File: src/rtl/period_meter_pkg.sv
// period_meter_pkg: shared definitions for the period meter.
//   - state_t        : FSM state encoding (IDLE/ARM/MEASURE/DONE)
//   - CNT_W_DEF      : default counter width, shared with the clock divider
//   - TIMEOUT_DEF    : default abort limit in clkin cycles
//   - SYNC_STAGES_DEF: default synchronizer depth
package period_meter_pkg;

  typedef enum logic [1:0] {
    ST_IDLE    = 2'd0,
    ST_ARM     = 2'd1,
    ST_MEASURE = 2'd2,
    ST_DONE    = 2'd3
  } state_t;

  localparam int unsigned  CNT_W_DEF       = 26;
  localparam logic [25:0]  TIMEOUT_DEF     = 26'd50_000_000;
  localparam int unsigned  SYNC_STAGES_DEF = 2;

endpackage

File: src/rtl/period_meter_sync_edge_detect.sv
// sync_edge_detect: brings an asynchronous level into the clkin domain and
// produces a one-cycle pulse on each synchronized rising edge.
// Ports:
//   clkin   - system clock
//   rst_N   - synchronous active-low reset
//   i_async - asynchronous input level
//   o_rise  - high for one cycle per synchronized rising edge
module sync_edge_detect #(
  parameter int SYNC_STAGES = 2
) (
  input  logic clkin,
  input  logic rst_N,
  input  logic i_async,
  output logic o_rise
);

  logic [SYNC_STAGES-1:0] r_sync;
  logic                   r_prev;

  // Synchronizer chain plus the one-cycle-delayed copy used for edge detection.
  always_ff @(posedge clkin) begin
    if (!rst_N) begin
      r_sync <= '0;
      r_prev <= 1'b0;
    end else begin
      r_sync <= {r_sync[SYNC_STAGES-2:0], i_async};
      r_prev <= r_sync[SYNC_STAGES-1];
    end
  end

  assign o_rise = r_sync[SYNC_STAGES-1] & ~r_prev;

endmodule

File: src/rtl/period_meter.sv
// period_meter: one-shot measurement of the period of a slow input, in clkin
// cycles, returned over a valid/ready handshake.
// Ports:
//   clkin        - system clock
//   rst_N        - synchronous active-low reset
//   sig_in       - signal to measure (asynchronous)
//   start        - one-cycle request, honoured only in IDLE
//   busy         - high in ARM, MEASURE and DONE
//   period_out   - measured period (0 on timeout)
//   period_valid - result available, held until accepted
//   period_ready - consumer accept
//   timeout      - measurement aborted
module period_meter
  import period_meter_pkg::*;
#(
  parameter int               CNT_W       = CNT_W_DEF,
  parameter logic [CNT_W-1:0] TIMEOUT     = CNT_W'(TIMEOUT_DEF),
  parameter int               SYNC_STAGES = SYNC_STAGES_DEF
) (
  input  logic             clkin,
  input  logic             rst_N,
  input  logic             sig_in,
  input  logic             start,
  output logic             busy,
  output logic [CNT_W-1:0] period_out,
  output logic             period_valid,
  input  logic             period_ready,
  output logic             timeout
);

  state_t           r_state;
  state_t           w_state_nxt;
  logic [CNT_W-1:0] r_cnt;
  logic [CNT_W-1:0] w_cnt_nxt;
  logic [CNT_W-1:0] r_wait_cnt;
  logic [CNT_W-1:0] w_wait_nxt;
  logic [CNT_W-1:0] r_period;
  logic [CNT_W-1:0] w_period_nxt;
  logic             r_timeout;
  logic             w_timeout_nxt;
  logic             w_rise;

  sync_edge_detect #(
    .SYNC_STAGES(SYNC_STAGES)
  ) u_sync (
    .clkin  (clkin),
    .rst_N  (rst_N),
    .i_async(sig_in),
    .o_rise (w_rise)
  );

  // State, counters and result registers.
  always_ff @(posedge clkin) begin
    if (!rst_N) begin
      r_state    <= ST_IDLE;
      r_cnt      <= '0;
      r_wait_cnt <= '0;
      r_period   <= '0;
      r_timeout  <= 1'b0;
    end else begin
      r_state    <= w_state_nxt;
      r_cnt      <= w_cnt_nxt;
      r_wait_cnt <= w_wait_nxt;
      r_period   <= w_period_nxt;
      r_timeout  <= w_timeout_nxt;
    end
  end

  // Next-state and datapath updates. cnt starts at 1 on the first rise so the
  // value captured on the second rise equals the number of cycles between them.
  always_comb begin
    w_state_nxt   = r_state;
    w_cnt_nxt     = r_cnt;
    w_wait_nxt    = r_wait_cnt;
    w_period_nxt  = r_period;
    w_timeout_nxt = r_timeout;
    case (r_state)
      ST_IDLE: begin
        if (start) begin
          w_state_nxt   = ST_ARM;
          w_wait_nxt    = '0;
          w_timeout_nxt = 1'b0;
          w_period_nxt  = '0;
        end else begin
          w_state_nxt = ST_IDLE;
        end
      end
      ST_ARM: begin
        if (w_rise) begin
          w_state_nxt = ST_MEASURE;
          w_cnt_nxt   = CNT_W'(1);
        end else if (r_wait_cnt == TIMEOUT) begin
          w_state_nxt   = ST_DONE;
          w_timeout_nxt = 1'b1;
          w_period_nxt  = '0;
        end else begin
          w_wait_nxt = r_wait_cnt + CNT_W'(1);
        end
      end
      ST_MEASURE: begin
        if (w_rise) begin
          w_state_nxt  = ST_DONE;
          w_period_nxt = r_cnt;
        end else if (r_cnt == TIMEOUT) begin
          // Abort before the counter could wrap.
          w_state_nxt   = ST_DONE;
          w_timeout_nxt = 1'b1;
          w_period_nxt  = '0;
        end else begin
          w_cnt_nxt = r_cnt + CNT_W'(1);
        end
      end
      ST_DONE: begin
        if (period_ready) begin
          w_state_nxt = ST_IDLE;
        end else begin
          w_state_nxt = ST_DONE;
        end
      end
      default: begin
        w_state_nxt = ST_IDLE;
      end
    endcase
  end

  assign busy         = (r_state != ST_IDLE);
  assign period_valid = (r_state == ST_DONE);
  assign period_out   = r_period;
  assign timeout      = r_timeout;

endmodule

File: config.mk
export PLATFORM = sky130hd
export DESIGN_NAME = period_meter
export DESIGN_NICKNAME = d
export VERILOG_FILES = /design/src/rtl/period_meter_pkg.sv /design/src/rtl/period_meter_sync_edge_detect.sv /design/src/rtl/period_meter.sv
export SDC_FILE = /design/constraint.sdc
export NUM_CORES = 1
export LEC_CHECK = 0
export CORE_MARGIN = 5
export CORE_UTILIZATION = 53
export DETAILED_ROUTE_END_ITERATION = 8
export GPL_TIMING_DRIVEN = 0
export PLACE_DENSITY = 0.76
export SYNTH_ARGS = -nofsm -noshare
export SYNTH_HDL_FRONTEND = slang
export SYNTH_SLANG_ARGS = --single-unit
File: constraint.sdc
create_clock -name clkin -period 2.3 [get_ports clkin]
set_input_delay 0.46 -clock clkin [delete_from_list [all_inputs] [get_ports clkin]]
set_output_delay 0.46 -clock clkin [all_outputs]
set_load 0.03 [all_outputs]
# Word-level counts from Yosys, hierarchy flattened
# Index checks and enable logic that the tools add are counted.
classes:
  addsub: 2
  n_mul: 0
  n_div: 0
  magnitude_cmp: 0
  n_eq_ne: 15
  n_shift: 0
  n_mux: 26
  bitwise: 2
  n_reduce_logical: 10
op_table:
  columns: ["operator", "count"]
  rows:
  - ["$mux W26", 10]
  - ["$pmux W26 S2", 2]
  - ["$pmux W26 S3", 1]
  - ["$add A26 B1 Y26 const B", 2]
  - ["$eq A26 B26 Y1 const B", 2]
  - ["$ne A2 B2 Y1 const B", 7]
  - ["$mux W2", 5]
  - ["$pmux W2 S4", 1]
  - ["$reduce_and A4 Y1", 2]
  - ["$mux W1", 6]
  - ["$ne A3 B2 Y1 const B", 2]
  - ["$reduce_and A6 Y1", 1]
  - ["$reduce_bool A2 Y1", 3]
  - ["$reduce_and A5 Y1", 1]
  - ["$eq A2 B2 Y1 const B", 2]
  - ["$pmux W1 S3", 1]
  - ["$reduce_bool A3 Y1", 1]
  - ["$eq A2 B1 Y1 const B", 1]
  - ["$logic_not A2 Y1", 1]
  - ["$ne A2 B1 Y1 const B", 1]
  - ["$reduce_and A2 Y1", 1]
  - ["$and A1 B1 Y1", 1]
  - ["$not A1 Y1", 1]
word_totals:
  regBits: 84
  latch_bits: 0
  mem_bits_rw: 0
  rom_bits: 0
  input_bits: 5
  out_inout_bits: 29
  wordCells: 62
  n_memories: 0

# Logic depth before layout (Yosys ltp)
# Gate-level depths: netlist (run 1).
depth:
  depth_word: 4
  depth_mapped: 9
  depth_no_buf: 8

# Hierarchy
# Synthesis (run 1) repeated with hierarchy kept, for this count alone.
unflattened:
  cells_unflattened: 530
  hier_area_um2: 4424.2
modules_own_cells:
  columns: ["module", "instances", "cells_per_inst", "area_per_inst_um2", "seq_area_each_um2"]
  rows:
  - ["period_meter", 1, 523, 4331.7, 1621.6]
  - ["sync_edge_detect", 1, 7, 92.6, 60.1]

# Least setup slack after synthesis (run 1)
# No wires, ideal clock.
synth_path:
  path_kind: "register -> register"
  start: "register r_state[0]"
  end: "register r_wait_cnt[13]"
  setup_time_ns: 0.071
  arrival_ns: 2.404
  t_required_ns: 2.229
  path_slack_ns: -0.175
  stages_incl_launch_ff: 9
  n_path_buf: 0
  synth_period_minus_slack_ns: 2.475
  path_cell_list: "dfxtp_1 -> inv_1 -> ha_1 -> inv_1 -> nor2_1 -> a211oi_1 -> a21boi_4 -> or4_1 -> a21oi_1"
synth_between:
  elab_chain_len: 3
  elab_cells_between_ends: 8
  cone_classes: "eq/ne (4); mux (1); reduce/logical (3)"
synth_lines:
  columns: ["element", "line_no", "rtl"]
  rows:
  - ["start: declaration", "period_meter.sv:31", "state_t r_state;"]
  - ["start signal: assignment", "period_meter.sv:61", "r_state <= w_state_nxt;"]
  - ["$eq A2 B1 Y1 / $logic_not A2 Y1 (equally long branches)", "period_meter.sv:77", "case (r_state)"]
  - ["$ne A2 B2 Y1 (no line) / $reduce_bool A2 Y1 (equally long branches)", null, null]
  - ["$reduce_and A4 Y1 (no line)", null, null]
  - ["end signal: assignment", "period_meter.sv:63", "r_wait_cnt <= w_wait_nxt;"]
  - ["end: declaration", "period_meter.sv:35", "logic [CNT_W-1:0] r_wait_cnt;"]
# Several ways; a longest one is shown, not always the timed one.
# A chain may end at the register's enable or synchronous reset.

# Worst setup path in the final report (run 1)
layout_path:
  start: "register r_wait_cnt[0]"
  end: "register r_period[1] (netlist: period_out[1])"
layout_between:
  elab_chain_len: 3
layout_lines:
  columns: ["element", "line_no", "rtl"]
  rows:
  - ["$eq A26 B26 Y1", "period_meter.sv:92", "end else if (r_wait_cnt == TIMEOUT) begin"]
  - ["$ne A2 B2 Y1 (no line)", null, null]
  - ["$reduce_and A5 Y1 (no line)", null, null]
  - ["end signal: assignment", "period_meter.sv:64", "r_period <= w_period_nxt;"]
  - ["end: declaration", "period_meter.sv:37", "logic [CNT_W-1:0] r_period;"]
# No other way between the ends.

==> summary.md, run 1 <==
| Metric | Value |
|---|---|
| Post-synthesis adder-cell area fraction | `under 10%` |
| Data required, critical path | `2.55 ns` |
| Max cap viols | `0` |
| Num CTS Buffers | `9` |
| TNS Setup | `-0.532 ns` |
| Vias | `approximately 4500` |
| Filler cells | `645` |
| Die Y | `about 100 um` |
| Sequential area share after synthesis | `roughly two fifths` |
| EDFF count, synth | `0` |
| Ys flop type | `dfxtp_1` |
| DP HPWL | `8450 um` |
| Hold_buf cts | `0` |
| FP Rows | `33` |
| Tot GR Track Use | `approximately 25%` |
| Post-place setup slack | `-0.288 ns` |
| Layout Area Growth over Synthesis | `27.9%` |
| Setup slack after layout | `-0.0598 ns` |
| Global placement routability congestion | `~0.95` |
| CTS clk-pin slew, worst paths | `0.08 ns` |
| Yosys top cell area share | `38.2%` |
| Clk root buf | `clkbuf_8` |
| IO buf count | `33` |
| Max VDD drop | `a little over 500 uV` |
| Final Setup Violations | `17` |
| CP arrival | `about 2.6 ns` |
| Synth unique cells | `56` |
| Routed WL | `~13000 um` |
| Vias per cell | `approximately 6.3` |
| Post-route ant nets | `0` |
| Slew Limit Fails | `0` |
| Failing checks | `negative setup slack` |
| IO Pins | `34` |
| Die area | `just over 10000 um^2` |
| Worst-Skew Late Latency | `0.36 ns` |
| Ys async rst share | `0%` |
| Final period util | `103%` |
| Leakage | `~1.9 nW` |
| Simple-gate portion of the synthesized area | `29.6%` |
| Core Footprint | `between 8000 and 9000 um^2` |
| Number of global-route vias before repair | `around 4300` |
| Global-route wire length before repair | `between 20000 and 25000 um` |
| NumNets Final | `just over 600` |
| Count leader, synth | `nand2_1` |
| Crit. End Element | `flip-flop` |
| Crit Path Class | `flip-flop to flip-flop` |
| Clock Tree Buf Depth | `2` |
| Worst min path class | `flip-flop to flip-flop` |
| DRC viols | `0` |
| Post-synth top cells | `nand2_1, dfxtp_1, nand3_1` |
| Layout cells sized above 1 | `between 10% and 20%` |
| H-tree depth | `3` |
| Ant diodes | `0` |
| Post-synthesis compound-gate area fraction | `between 10% and 20%` |
| Clock Sinks | `84` |
| Initial antenna violation count | `0` |
| Crit path time final | `~2.4 ns` |
| Largest net degree at the start of global routing | `14` |
| Least-Margin Pin Slew | `approximately 0.69 ns` |
| CTS tree | `yes` |
| Ys Warns | `0` |
| Initial Util | `between 50% and 60%` |
| Syn Area/Cell | `just over 8 um^2` |
| Die X | `between 100 and 150 um` |
| Grt ovf | `0` |
| Register bit total from synthesis | `84` |
| Detailed Route Iter0 Violations | `between 400 and 500` |
| XOR/XNOR Fraction of Synth Area | `0.996%` |
| Startpoint Class | `flip-flop` |
| Peak Freq | `around 420 MHz` |
| Area leader, netlist | `dfxtp_1` |
| Area contributors post-synth | `dfxtp_1, nand2_1, mux2i_1` |
| Avg WL per Cell | `between 15 and 20 um` |
| Largest family of logic cells by synthesized area | `simple AND/OR/NAND/NOR gates` |
| Worst slew margin | `between 50% and 60%` |
| Status | `finished with violations` |
| Cells after synthesis | `538` |
| RSZ-0062 raised after global routing | `yes` |
| First-pass iteration count of the detailed router | `5` |
| Mapped cell area | `4400 um^2` |
| Mux contribution to synthesized area | `~6.6%` |
| Synth Net Count | `553` |
| CP max FO | `5` |
| Final Hold Viols | `0` |
| Power Density | `a little over 900 nW/um^2` |
| Fin Clk Skew | `about 0.01 ns` |
==> through the flow <==
stage               hold slack (ns)  cells  utilization [%]  cell area (um^2)  total power [mW]
floorplan                     0.412    538                -              4400              2.55
CTS                           0.446    711             67.1              5460              4.81
global placement              0.420    676             59.8              4860              2.87
finish                        0.445    712             69.1              5620              5.14
global route                  0.457    712             69.1              5620              5.36
detailed placement            0.427    676             59.8              4860              2.90
==> worst max-delay path, cell delays in order (launching register included) <==
cell	delay, ns
dfxtp_2	0.34
inv_2	0.07
ha_4	0.12
nor4bb_4	0.18
nand4_1	0.17
or4_4	0.53
a211oi_4	0.29
nand2_4	0.12
buf_12	0.16
buf_12	0.13
mux2i_2	0.14
==> report_power, final <==
group / leakage [nW] / switching (mW) / internal (mW)
combinational: 1.13 / 1.15 / 1.05
sequential: 0.684 / 0.0464 / 1.50
clock: 0.131 / 0.529 / 0.863
==> cell usage in the layout, fill, tap and decap left out, drive strengths merged, types with 8 or more instances in the layout <==
| master | synthesis | layout |
|---|---|---|
| dfxtp | 84 | 84 |
| nor2 | 31 | 31 |
| clkbuf | 25 | 31 |
| a211oi | 8 | 8 |
| o21ai | 19 | 19 |
| mux2i | 29 | 29 |
| nand4 | 18 | 18 |
| and2 | 8 | 8 |
| inv | 14 | 14 |
| or3 | 9 | 9 |
| nor3 | 17 | 17 |
| nand3 | 32 | 32 |
| ha | 10 | 10 |
| o31ai | 8 | 8 |
| buf | 7 | 33 |
| nor4 | 12 | 12 |
| nand2 | 101 | 101 |
| a21oi | 26 | 26 |
| clkdlybuf4s50 | 0 | 32 |
==> flip-flops by register name, indices dropped and copies added (netlist names) <==
name	cells
r_state	2
u_sync.r_prev	1
timeout	1
period_out	26
r_cnt	26
u_sync.r_sync	2
r_wait_cnt	26
==> logic make-up after synthesis <==
| group | Yosys count |
|---|---|
| xor gates and xnor gates | 5 |
| AOI/OAI and AO/OA | 102 |
| muxes | 29 |
| buffers and inverters | 47 |
| DFF | 84 |
| adders and majority gates | 10 |
| and+or+nand+nor | 261 |
==> path summary, 6_finish.rpt <==
path | startpoint | to | slack (ns) | cells after the start
worst max-delay path | r_wait_cnt[0] | period_out[1] | -0.06 | 10
worst min-delay path | u_sync.r_sync[0] | u_sync.r_sync[1] | 0.45 | 1
worst max register to register | r_wait_cnt[0] | period_out[1] | -0.06 | 10
worst min register to register | u_sync.r_sync[0] | u_sync.r_sync[1] | 0.45 | 1
==> metal layers <==
metal  up-vias  wire (um)  global-route usage [%]  share of wire (%)
li1       2080          -                       -                  -
met1      2117       5250                    31.6                 40
met2       253       6320                    41.9                 48
met3        57       1160                    6.23                8.8
met4         0        406                    10.5                3.1
met5         -          0                       0                  0
==> repair_timing <==
| item | CTS | global route |
|---|---|---|
| resized for setup | 36 | 47 |
| endpoints found under the hold margin | 0 | 0 |
| pin swaps | 16 | 12 |
| endpoints found under the setup margin | 72 | 73 |
| setup buffers | 19 | 6 |
| cloned | 3 | 1 |
==> cell type report <==
cell class	count	area [um^2]	area share [%]
buffer	24	136	2.43
clock inverter	4	120	2.14
timing repair buffer	61	613	10.9
multi-input combinational	407	2710	48.3
tap	105	131	2.34
sequential	84	1700	30.3
clock buffer	12	145	2.58
inverter	15	58.8	1.05
(Power assumes the default switching activity.)
==> run 2, diff against run 1 <==
--- a/config.mk
+++ b/config.mk
@@ -10,6 +10,7 @@
 export DETAILED_ROUTE_END_ITERATION = 8
 export GPL_TIMING_DRIVEN = 0
 export PLACE_DENSITY = 0.76
+export SKIP_CTS_REPAIR_TIMING = 1
 export SYNTH_ARGS = -nofsm -noshare
 export SYNTH_HDL_FRONTEND = slang
 export SYNTH_SLANG_ARGS = --single-unit
==> run 2 against run 1 <==
Effect of this change:
- the flow still finishes with violations (negative setup slack)
- wire length shrank 1.7%
- clock power about the same
- cell area is 0.44% lower
- global-route usage fell by 1.8 points
- flip-flop and latch count unchanged
- clock-buffer cell count unchanged
- utilization shrank 0.31 points
- non-clock buffer count decreased by 1
- via count decreased by 0.55%
- largest cell class unchanged
==> summary.md, run 2 (same netlist as run 1, synthesis figures left out) <==
| Metric | Value |
|---|---|
| Status | `finished with violations (unchanged)` |
| Failing checks | `negative setup slack (unchanged)` |
| CTS tree | `yes (unchanged)` |
| Grt ovf | `0 (unchanged)` |
| Final Setup Violations | `34 (was 17)` |
| Layout cells sized above 1 | `17.8% (was 18.9%)` |
| Ant diodes | `0 (unchanged)` |
| CP max FO | `6 (was 5)` |
| Crit. End Element | `flip-flop (unchanged)` |
| Startpoint Class | `flip-flop (unchanged)` |
| TNS Setup | `-4.65 ns (was -0.532 ns)` |
| Die area | `10200 um^2 (unchanged)` |
| H-tree depth | `3 (unchanged)` |
| NumNets Final | `617 (unchanged)` |
| Crit Path Class | `flip-flop to flip-flop (unchanged)` |
| Worst reg2reg setup slack | `-0.20 ns (was -0.06 ns)` |
| Layout Area Growth over Synthesis | `27.3% (was 27.9%)` |
| Routed WL | `12900 um (was 13100 um)` |
| Buf+Inv Stages, Crit Path | `2 (was 3)` |
| Int Pwr | `3.33 mW (was 3.42 mW)` |
| First-pass iteration count of the detailed router | `6 (was 5)` |
| CP arrival | `2.74 ns (was 2.60 ns)` |
| Worst-Skew Late Latency | `0.36 ns (about the same)` |
| Clk root buf | `clkbuf_8 (unchanged)` |
| Vias | `4482 (was 4507)` |
| RSZ-0062 raised after global routing | `yes (unchanged)` |
| CP Cell Sequence | `inv_2 -> ha_4 -> nor4bb_4 -> nand4_1 -> or4_4 -> a211oi_4 -> nand2_4 -> buf_12 -> mux2i_2 (was inv_2 -> ha_4 -> nor4bb_4 -> nand4_1 -> or4_4 -> a211oi_4 -> nand2_4 -> buf_12 -> buf_12 -> mux2i_2)` |
| Clk network pwr share | `27.8% (was 27.1%)` |
| Commonest cells after routing, fill and taps aside | `nand2_1, dfxtp_1, clkdlybuf4s50_1 (unchanged)` |
| Crit path time final | `2.50 ns (was 2.36 ns)` |
| Crit path max-delay family | `simple AND/OR/NAND/NOR gates (unchanged)` |
| Layout Cells excl Fill | `712 (unchanged)` |
| Tot GR Track Use | `23.6% (was 25.4%)` |
| Post-route ant nets | `0 (unchanged)` |
| Num CTS Buffers | `9 (unchanged)` |
| IO Pins | `34 (unchanged)` |
| Post-place setup slack | `-0.288 ns (unchanged)` |
| Peak Freq | `400 MHz (was 424 MHz)` |
| Least-Margin Pin Slew | `0.742 ns (was 0.692 ns)` |
| Vias per cell | `6.29 (was 6.33)` |
| R2r worst-path depth | `9 (was 10)` |
| DP HPWL | `8450 um (unchanged)` |
| Initial Util | `54.1% (unchanged)` |
| Hold WS | `0.446 ns (was 0.445 ns)` |
| Avg WL per Cell | `18.1 um (was 18.4 um)` |
| Final period util | `109% (was 103%)` |
| Final Hold Viols | `0 (unchanged)` |
| Max cap viols | `0 (unchanged)` |
| Leakage | `1.97 nW (was 1.95 nW)` |
| Design area | `5600 um^2 (was 5620 um^2)` |
| Cell Area, Placed | `4860 um^2 (unchanged)` |
| Combinational Power Share | `41.4% (was 42.9%)` |
| Initial antenna violation count | `0 (unchanged)` |
| Number of global-route vias before repair | `4103 (was 4329)` |
| Worst min path class | `flip-flop to flip-flop (unchanged)` |
| Die X | `101 um (unchanged)` |
| Die Y | `101 um (unchanged)` |
| Clock Tree Buf Depth | `2 (unchanged)` |
| CTS clk-pin slew, worst paths | `0.08 ns (about the same)` |
| Switch Pwr | `1.68 mW (was 1.73 mW)` |
| Inst Count DP | `676 (unchanged)` |
| Critical path depth in cells | `9 (was 10)` |
| Clock Sinks | `84 (unchanged)` |
| Crit-path max cell delay | `0.55 ns (was 0.53 ns)` |
| DRC viols | `0 (unchanged)` |
| Setup slack after layout | `-0.198 ns (was -0.0598 ns)` |
| Critical-path top delay cell | `or4_4 (unchanged)` |
| FP Rows | `33 (unchanged)` |
| Worst slew margin | `50.4% (was 53.9%)` |
| Slew Limit Fails | `0 (unchanged)` |
| Commonest non-fill, non-tap cell in the layout | `nand2_1 (unchanged)` |
| IO buf count | `33 (unchanged)` |
| Cells on Worst Hold Path | `1 (unchanged)` |
| Seq pwr share | `30.8% (was 30.1%)` |
| Global placement routability congestion | `0.953 (unchanged)` |
| Detailed Route Iter0 Violations | `462 (was 441)` |
| Global-route wire length before repair | `19400 um (was 20900 um)` |
| Data required, critical path | `2.54 ns (was 2.55 ns)` |
| Largest net degree at the start of global routing | `14 (unchanged)` |
| Power Density | `896 nW/um^2 (was 914 nW/um^2)` |
| Core Footprint | `8130 um^2 (unchanged)` |
| Switch share | `33.6% (about the same)` |
| Fin Clk Skew | `0.0113 ns (was 0.00996 ns)` |
| Max VDD drop | `513 uV (was 520 uV)` |
## run 2: changes by cell type in the layout (fill, tap and decap cells not counted), sizes merged
cell	before	now
buf	33	31
clkbuf	31	32
clkinvlp	0	1
dlygate4sd2	1	0
dlymetal6s2s	0	1
inv	14	13
nand2	101	102
## run 2: through the flow
stage,utilization (%),total power [mW]
6_report,68.8,5.01
2_1_floorplan,-,2.55
5_1_grt,68.8,5.23
3_5_place_dp,59.8,2.90
4_1_cts,63.1,4.26
3_3_place_gp,59.8,2.87
## run 2: final cells by class
cell class	instances	area, um^2
Buffer	24	150
Clock buffer	12	145
Clock inverter	4	120
Fill cell	653	2540
Inverter	15	62.6
Multi-Input combinational cell	408	2700
Sequential cell	84	1700
Tap cell	105	131
Timing Repair Buffer	60	587
## run 2: path summary, 6_finish.rpt
| kind | start | end |
|---|---|---|
| worst max-delay path | r_wait_cnt[0] | period_out[1] |
| worst max register to register | r_wait_cnt[0] | period_out[1] |
| worst min register to register | u_sync.r_sync[0] | u_sync.r_sync[1] |
| worst min-delay path | u_sync.r_sync[0] | u_sync.r_sync[1] |
## run 2: power groups by stage
stage | registers (mW) | clock network [mW] | logic (mW)
after global placement | 1.57 | 0 | 1.30
after CTS | 1.53 | 1.40 | 1.33
final | 1.54 | 1.39 | 2.07
after detailed placement | 1.57 | 0 | 1.33
after global routing | 1.55 | 1.47 | 2.21
after floorplan | 1.57 | 0 | 0.981
## run 2: worst register-to-register path: cells and delay by family (launching register included)
family                   cells  cell delay [ns]
multiplexers                 1             0.14
flip-flops                   1             0.33
adder cells (fa/ha/maj)      1             0.13
AO/OA/AOI/OAI                1             0.39
buffers and inverters        2             0.26
AND/OR/NAND/NOR              4             1.14
## run 2: per-layer routing
metal	vias up	wire, um	track usage, %
li1	2088	-	-
met1	2101	5320	29.2
met2	246	6160	38.8
met3	47	1080	6.02
met4	0	340	10.1
met5	-	0	0
==> run 3, diff against run 2 <==
--- a/config.mk
+++ b/config.mk
@@ -5,12 +5,15 @@
 export SDC_FILE = /design/constraint.sdc
 export NUM_CORES = 1
 export LEC_CHECK = 0
+export CELL_PAD_IN_SITES_DETAIL_PLACEMENT = 0
+export CELL_PAD_IN_SITES_GLOBAL_PLACEMENT = 1
 export CORE_MARGIN = 5
-export CORE_UTILIZATION = 53
+export CORE_UTILIZATION = 40
 export DETAILED_ROUTE_END_ITERATION = 8
 export GPL_TIMING_DRIVEN = 0
-export PLACE_DENSITY = 0.76
+export PLACE_DENSITY_LB_ADDON = 0.1
 export SKIP_CTS_REPAIR_TIMING = 1
 export SYNTH_ARGS = -nofsm -noshare
 export SYNTH_HDL_FRONTEND = slang
 export SYNTH_SLANG_ARGS = --single-unit
+export TNS_END_PERCENT = 5
==> run 3 against run 2 <==
Effect of this change:
- the run still ends with negative setup slack left
- combinational power fell by 14%
- sequential power barely moved
- utilization fell by 19 points
- highest routed layer unchanged
==> summary.md, run 3 (same netlist as run 1, synthesis figures left out) <==
| Metric | Value |
|---|---|
| First-pass iteration count of the detailed router | `5 (was 6)` |
| Hold WS | `0.439 ns (was 0.446 ns)` |
| Peak Freq | `412 MHz (was 400 MHz)` |
| Post-Route Utilization | `49.9% (was 68.8%)` |
| Startpoint Class | `flip-flop (unchanged)` |
| Layout cells sized above 1 | `13.7% (was 17.8%)` |
| CTS clk-pin slew, worst paths | `0.09 ns (was 0.08 ns)` |
| Avg WL per Cell | `17.9 um (was 18.1 um)` |
| TNS Setup | `-2.48 ns (was -4.65 ns)` |
| Data required, critical path | `2.56 ns (was 2.54 ns)` |
| Largest net degree at the start of global routing | `14 (unchanged)` |
| Vias per cell | `5.76 (was 6.29)` |
| CP max FO | `5 (was 6)` |
| Layout Cells excl Fill | `737 (was 712)` |
| Multi-input gate area | `2630 um^2 (was 2700 um^2)` |
| Num CTS Buffers | `9 (unchanged)` |
| Commonest non-fill, non-tap cell in the layout | `nand2_1 (unchanged)` |
| Grt ovf | `0 (unchanged)` |
| Die X | `115 um (was 101 um)` |
| IO buf count | `33 (unchanged)` |
| RSZ-0062 raised after global routing | `yes (unchanged)` |
| CTS tree | `yes (unchanged)` |
| Filler cells | `1073 (was 653)` |
| Die area | `13200 um^2 (was 10200 um^2)` |
| Worst r2r src | `r_wait_cnt[1] (was r_wait_cnt[0])` |
| Crit. End Element | `flip-flop (unchanged)` |
| R2r worst-path depth | `9 (unchanged)` |
| DP HPWL | `9290 um (was 8450 um)` |
| Max cap viols | `0 (unchanged)` |
| Worst min path class | `flip-flop to flip-flop (unchanged)` |
| Die Y | `115 um (was 101 um)` |
| H-tree depth | `3 (unchanged)` |
| Power Density | `824 nW/um^2 (was 896 nW/um^2)` |
| Clk root buf | `clkbuf_8 (unchanged)` |
| Routed WL | `13200 um (was 12900 um)` |
| DRC viols | `0 (unchanged)` |
| FF+latch area | `1690 um^2 (was 1700 um^2)` |
| Worst reg2reg path endpoint | `period_out[14] (was period_out[1])` |
| Final Hold Viols | `0 (unchanged)` |
| Fin Clk Skew | `0.00840 ns (was 0.0113 ns)` |
| Initial antenna violation count | `0 (unchanged)` |
| Clock Tree Buf Depth | `2 (unchanged)` |
| NumNets Final | `607 (was 617)` |
| Clock Sinks | `84 (unchanged)` |
| Worst slew margin | `50.6% (was 50.4%)` |
| Final period util | `105% (was 109%)` |
| Inst Count DP | `711 (was 676)` |
| CP arrival | `2.69 ns (was 2.74 ns)` |
| Setup slack after layout | `-0.125 ns (was -0.198 ns)` |
| Vias | `4247 (was 4482)` |
| Commonest cells after routing, fill and taps aside | `nand2_1, dfxtp_1, clkdlybuf4s50_1 (unchanged)` |
| Worst reg2reg setup slack | `-0.12 ns (was -0.20 ns)` |
| Least-Margin Pin Slew | `0.739 ns (was 0.742 ns)` |
| CP Cell Sequence | `inv_1 -> ha_4 -> nor4bb_4 -> nand4_1 -> or4_4 -> a211oi_4 -> nand2_4 -> clkbuf_16 -> mux2i_1 (was inv_2 -> ha_4 -> nor4bb_4 -> nand4_1 -> or4_4 -> a211oi_4 -> nand2_4 -> buf_12 -> mux2i_2)` |
| Core Footprint | `10800 um^2 (was 8130 um^2)` |
| FP Rows | `38 (was 33)` |
| Post-route ant nets | `0 (unchanged)` |
| Crit Path Class | `flip-flop to flip-flop (unchanged)` |
| IO Pins | `34 (unchanged)` |
| Detailed Route Iter0 Violations | `352 (was 462)` |
| Critical Path Sink | `period_out[14] (was period_out[1])` |
| Global placement routability congestion | `0.868 (was 0.953)` |
| Failing checks | `negative setup slack (unchanged)` |
| Max VDD drop | `491 uV (was 513 uV)` |
| Final Setup Violations | `26 (was 34)` |
| Status | `finished with violations (unchanged)` |
| Crit path time final | `2.42 ns (was 2.50 ns)` |
| Critical-path top delay cell | `or4_4 (unchanged)` |
| Leakage | `1.84 nW (was 1.97 nW)` |
| Slew Limit Fails | `0 (unchanged)` |
| Number of global-route vias before repair | `4078 (was 4103)` |
| Tot GR Track Use | `20.0% (was 23.6%)` |
| Worst-Skew Late Latency | `0.37 ns (was 0.36 ns)` |
| Ant diodes | `0 (unchanged)` |
| Initial Util | `40.7% (was 54.1%)` |
| Layout Area Growth over Synthesis | `22.6% (was 27.3%)` |
| Worst Setup SP | `r_wait_cnt[1] (was r_wait_cnt[0])` |
| Global-route wire length before repair | `20900 um (was 19400 um)` |
| Crit-path max cell delay | `0.53 ns (was 0.55 ns)` |
## run 3: worst min path at each step
stage / start / to / slack [ns] / cells past startpoint
2_1_floorplan: u_sync.r_sync[0] / u_sync.r_sync[1] / 0.41 / 1
3_3_place_gp: u_sync.r_sync[0] / u_sync.r_sync[1] / 0.42 / 1
3_5_place_dp: u_sync.r_sync[0] / u_sync.r_sync[1] / 0.42 / 1
4_1_cts: u_sync.r_sync[0] / u_sync.r_sync[1] / 0.45 / 1
5_1_grt: u_sync.r_sync[0] / u_sync.r_sync[1] / 0.46 / 1
6_report: u_sync.r_sync[0] / u_sync.r_sync[1] / 0.44 / 1
## run 3: cell type report
type	instances	share of cell area [%]
multi-input combinational	408	48.9
sequential	84	31.3
timing repair buffer	44	8.43
buffer	30	3.37
tap	140	3.25
clock buffer	11	2.81
inverter	15	1.04
clock inverter	5	0.929
## run 3: critical path, delay by kind of cell, from the launching register on
family,cells,cell delay (ns)
buffers and inverters,2,0.29
adders and majority gates,1,0.13
muxes,1,0.11
AOI/OAI and AO/OA,1,0.37
and+or+nand+nor,4,1.06
DFF,1,0.35
## run 3: routing by layer
| metal | up-vias | GRT usage [%] | wire (um) | share of wire, % |
|---|---|---|---|---|
| met3 | 23 | 5.05 | 526 | 4.0 |
| met5 | - | 0 | 0 | 0 |
| met4 | 0 | 6.81 | 268 | 2.0 |
| met1 | 2073 | 24.9 | 5860 | 44 |
| li1 | 2068 | - | - | - |
| met2 | 83 | 33.8 | 6540 | 50 |
## run 3: report_power, final
part | internal [mW] | total (mW) | switching, mW
clock | 0.554 | 1.11 | 0.554
sequential | 1.49 | 1.54 | 0.0458
combinational | 0.761 | 1.79 | 1.03
total | 2.81 | 4.44 | 1.63
## run 3: per-stage QoR
step	instance area [um^2]	power, mW	setup WS (ns)
2_1_floorplan	4400	2.55	-0.0143
3_3_place_gp	4910	2.92	-0.298
3_5_place_dp	4910	2.93	-0.325
4_1_cts	5110	4.05	-0.347
5_1_grt	5390	4.67	-0.225
6_report	5390	4.44	-0.125
